===== src/rtl/spi_s2p.sv =====
// SPI receive shifter: samples data_in when cnt == SAMPLE_PHASE, pushes each word to the RX FIFO one cycle after its last bit.
// Words are MSB first unless SPI_S2P_LSB_FIRST_EN is defined; a word completing while the FIFO is full is dropped and flagged.
module spi_s2p #(
    parameter int         DATAWIDTH    = 8,
    parameter logic [1:0] SAMPLE_PHASE = 2'b01
) (
    input  logic                 clk,
    input  logic                 rst,
    input  logic                 s2p_enable,
    input  logic [1:0]           cnt,
    input  logic                 data_in,
    output logic [DATAWIDTH-1:0] wdata0,
    output logic                 wen0,
    input  logic                 not_full0,
    output logic                 byte_done,
    output logic                 overflow,
    input  logic                 overflow_clr
);

    localparam int CW = $clog2(DATAWIDTH);

    typedef enum logic [1:0] {
        IDLE  = 2'd0,
        SHIFT = 2'd1,
        WRITE = 2'd2
    } state_t;

    state_t               state;
    state_t               state_nxt;
    logic [DATAWIDTH-1:0] shreg;
    logic [DATAWIDTH-1:0] shifted;
    logic [CW-1:0]        bitcnt;
    logic                 sample;
    logic                 last;
    logic                 do_shift;
    logic                 do_clear;
    logic                 drop;

    assign sample = (cnt == SAMPLE_PHASE);
    assign last   = (bitcnt == CW'(DATAWIDTH - 1));

`ifdef SPI_S2P_LSB_FIRST_EN
    assign shifted = {data_in, shreg[DATAWIDTH-1:1]};
`else
    assign shifted = {shreg[DATAWIDTH-2:0], data_in};
`endif

    always_ff @(posedge clk) begin
        if (rst) begin
            state <= IDLE;
        end else begin
            state <= state_nxt;
        end
    end

    always_comb begin
        state_nxt = state;
        do_shift  = 1'b0;
        do_clear  = 1'b0;
        wen0      = 1'b0;
        byte_done = 1'b0;
        drop      = 1'b0;
        case (state)
            IDLE: begin
                // The strobe coinciding with enable is deliberately not captured.
                do_clear = 1'b1;
                if (s2p_enable) begin
                    state_nxt = SHIFT;
                end
            end
            SHIFT: begin
                if (!s2p_enable) begin
                    state_nxt = IDLE;
                    do_clear  = 1'b1;
                end else if (sample) begin
                    do_shift = 1'b1;
                    if (last) begin
                        state_nxt = WRITE;
                    end
                end
            end
            WRITE: begin
                byte_done = 1'b1;
                wen0      = not_full0;
                drop      = ~not_full0;
                if (s2p_enable) begin
                    state_nxt = SHIFT;
                    do_shift  = sample;
                end else begin
                    state_nxt = IDLE;
                    do_clear  = 1'b1;
                end
            end
            default: begin
                state_nxt = IDLE;
            end
        endcase
    end

    always_ff @(posedge clk) begin
        if (rst) begin
            shreg    <= '0;
            bitcnt   <= '0;
            wdata0   <= '0;
            overflow <= 1'b0;
        end else begin
            if (do_clear) begin
                shreg  <= '0;
                bitcnt <= '0;
            end else if (do_shift) begin
                shreg  <= shifted;
                bitcnt <= last ? '0 : bitcnt + CW'(1);
                if (last) begin
                    wdata0 <= shifted;
                end
            end
            // A drop in the same cycle as a clear request keeps the flag set.
            if (drop) begin
                overflow <= 1'b1;
            end else if (overflow_clr) begin
                overflow <= 1'b0;
            end
        end
    end

endmodule


===== config.mk =====
export PLATFORM = sky130hd
export DESIGN_NAME = spi_s2p
export DESIGN_NICKNAME = d
export VERILOG_FILES = /design/src/rtl/spi_s2p.sv
export SDC_FILE = /design/constraint.sdc
export NUM_CORES = 1
export LEC_CHECK = 0
export BUFFER_PORTS_ARGS = -buffer_cell sky130_fd_sc_hd__buf_4
export CAP_MARGIN = 20
export CORE_MARGIN = 2
export CORE_UTILIZATION = 47
export DETAILED_ROUTE_END_ITERATION = 16
export HOLD_SLACK_MARGIN = 0.15
export PLACE_DENSITY = 0.72
export SYNTH_ARGS = -nofsm -noshare
export SYNTH_HDL_FRONTEND = slang
export SYNTH_SLANG_ARGS = --single-unit

===== constraint.sdc =====
create_clock -name clk -period 1.49 [get_ports clk]
set_input_delay 0.2235 -clock clk [delete_from_list [all_inputs] [get_ports clk]]
set_output_delay 0.2235 -clock clk [all_outputs]
set_load 0.02 [all_outputs]

==> run_results.csv <==
group,metric,value,unit
placed_design,gp_congestion,0.738,
placed_design,io_buffers,18,
global_routing,grt_pass1_wl,2780,µm
clock_tree,cts_buffer_depth,2,
drt,ant_nets,0,
drt,drc_errors,0,
sta,min_period,1.50,ns
clock_tree,cts-root-buf,"clkbuf_4",
clock_tree,cts_tree,"done",
sta,tightest_slew,0.386,ns
global_routing,grt_pass1_vias,653,
worst_setup_path,crit_arrival,1.73,ns
synth,synth.distinct_cells,20,
clock_tree,cts_made_buffers,3,
sta,setup_viol,1,
drt,vias_per_cell,4.69,
power,ir_worst_vdd,0.572,mV
worst_setup_path,rrSetupSlack,-0.008,ns
worst_setup_path,critPathKind,"register to register",
synth,yosysWarnings,0,
power,power_leakage,0.456,nW
power,power_density,919,nW/µm²
global_routing,use_met3,0.0273,
outcome,violations,"setup timing",
clock_tree,cts_num_sinks,21,
synth,synth-seq-cells,21,
synth,synth_area_per_cell,9.01,µm²
sta,hold_viol,0,
global_routing,grt_max_degree,21,
finish,layout_commonest_cell,"buf_4",
die,dieArea,2490,µm²
synth,ys_seq_area_frac,0.424,
clock_tree,clock_latency,0.29,ns
worst_setup_path,endpoint_kind,"register",
sta,slew_headroom,0.743,
clock_tree,cts_max_level,1,
die,die-height,49.9,µm
drt,vias,741,
flow_run,drv_cap,0,
drt,initialDrtViolationCount,6,
global_routing,gr-total-overflow,0,
global_routing,track_usage,0.141,
outcome,status,"finished with violations",
die,core_area,1980,µm²
sta,fmaxAchievable,668,MHz
placed_design,dp.final_hpwl,1230,µm
finish,drive_above_1_share,0.267,
sta,slew_viol_final,0,
global_routing,antenna_found_initial,0,
finish,syn_to_final_growth,21.2,%
drt,drt_wl_total,1650,µm
finish,most-common-layout-cells,"buf_4 (23), nand2_1 (21), nand2b_1 (19), dfxtp_1 (19), a21oi_1 (14)",
die,pin_count,19,
power,total_power,1.10,mW
die,row_count,16,
sta,worst_slack,-0.00760,ns
sta,post-route-period-util,1.01,
synth,syn_inst,110,
synth,syn_area,991,µm²
global_routing,grt_util_met1,0.210,
worst_setup_path,startpoint_type,"register",
drt,first_pass_iters,2,
worst_setup_path,crit_required,1.72,ns
worst_setup_path,critPathMaxFanout,8,
hold_path,hp-class,"input pin to register",
synth,synth_nets,124,
global_routing,grt_util_met2,0.202,
finish,final_nets,146,
die,initial_core_util,0.500,
sta,clock_skew,0.00270,ns
sta,rsz0062_at_grt,"yes",
drt,wire_per_inst,10.5,µm
global_routing,grt-busiest-layer,"met1",
die,dieWidth,49.9,µm
clock_tree,clk_pin_slew,0.11,ns
finish,diodes,0,
finish,fin_util,0.606,
[cell type report]
type | instances | area, µm²
clock buffers | 3 | 22.5
clock inverters | 1 | 5.00
fillers | 180 | 781
inverters | 2 | 7.51
multi-input cells | 81 | 537
flip-flops and latches | 21 | 423
well taps | 27 | 33.8
repair buffers | 23 | 173
[through the flow]
stage	std cells	instance area, µm²	TNS (ns)	setup WS, ns	hold WS [ns]
2_1_floorplan	110	1010	0	0.0319	0.359
3_3_place_gp	153	1160	0	0.0446	0.442
3_5_place_dp	153	1160	-0.0330	-0.0126	0.457
4_1_cts	157	1190	0	0.000319	0.180
5_1_grt	158	1200	-0.798	-0.0929	0.177
6_report	158	1200	-0.00760	-0.00760	0.188
[per-layer routing]
layer  up-vias  part of all wire  wire length (µm)
li1        404                 -                 -
met1       326              0.51               837
met2        11              0.46               766
met3         0             0.030                49
met4         0                 0                 0
met5         -                 0                 0
[kinds of logic (layout without fill, tap and decap cells)]
family	count (synthesis)	count (layout)	share of synthesized area
simple gates	50	50	0.275
compound gates	16	16	0.0846
buf+inv	8	29	0.0492
fa+ha+maj	6	6	0.0758
flops	21	21	0.424
mux	9	9	0.0909
[synthesized netlist by cell type]
library cell | instances | share of area
dfxtp_1 | 21 | 0.42
nand2_1 | 21 | 0.080
nand2b_1 | 19 | 0.12
a21oi_1 | 14 | 0.071
mux2i_1 | 9 | 0.091
ha_1 | 6 | 0.076
clkbuf_1 | 4 | 0.015
or3_1 | 3 | 0.019
inv_1 | 2 | 0.0076
a31oi_1 | 1 | 0.0063
and2_1 | 1 | 0.0063
and3_1 | 1 | 0.0063
and3_4 | 1 | 0.011
buf_6 | 1 | 0.011
buf_8 | 1 | 0.015
nand3_1 | 1 | 0.0050
nand3b_1 | 1 | 0.0076
nor2b_1 | 1 | 0.0063
nor2b_4 | 1 | 0.014
o21bai_1 | 1 | 0.0076
[sequential cells by signal, indices dropped and copies added, names as in the netlist]
register and flops:
bitcnt 3, overflow 1, shreg 7, state 2, wdata0 8
[path summary, 6_finish.rpt]
check	endpoint	depth (start not counted)	from
hold / removal	overflow$_SDFFE_PP0P_	3	not_full0
setup / recovery	wdata0[6]$_SDFFE_PP0P_	6	state[0]$_SDFFE_PP0P_
hold reg to reg	bitcnt[1]$_SDFFE_PP0P_	2	bitcnt[1]$_SDFFE_PP0P_
setup reg to reg	wdata0[6]$_SDFFE_PP0P_	6	state[0]$_SDFFE_PP0P_
[where the power goes]
part	internal, mW	total (mW)	switching, mW
clock	0.0997	0.262	0.163
combinational	0.126	0.255	0.130
sequential	0.577	0.586	0.00879
[critical path, cell delays in order (launching register included)]
cell and delay (ns):
dfxtp_2 0.35, inv_2 0.05, ha_4 0.23, nor2b_1 0.12, o21bai_1 0.17, and3_4 0.30, mux2i_1 0.20
[repair_timing]
| item | 4_1_cts | 5_1_grt |
|---|---|---|
| gates resized for setup | 2 | 0 |
| buffers inserted | 0 | 1 |
| hold buffers | 0 | 0 |
| pin swaps | 2 | 3 |
| endpoints found under the setup margin | 9 | 17 |
No activity file was read; power rests on OpenSTA's default activity.
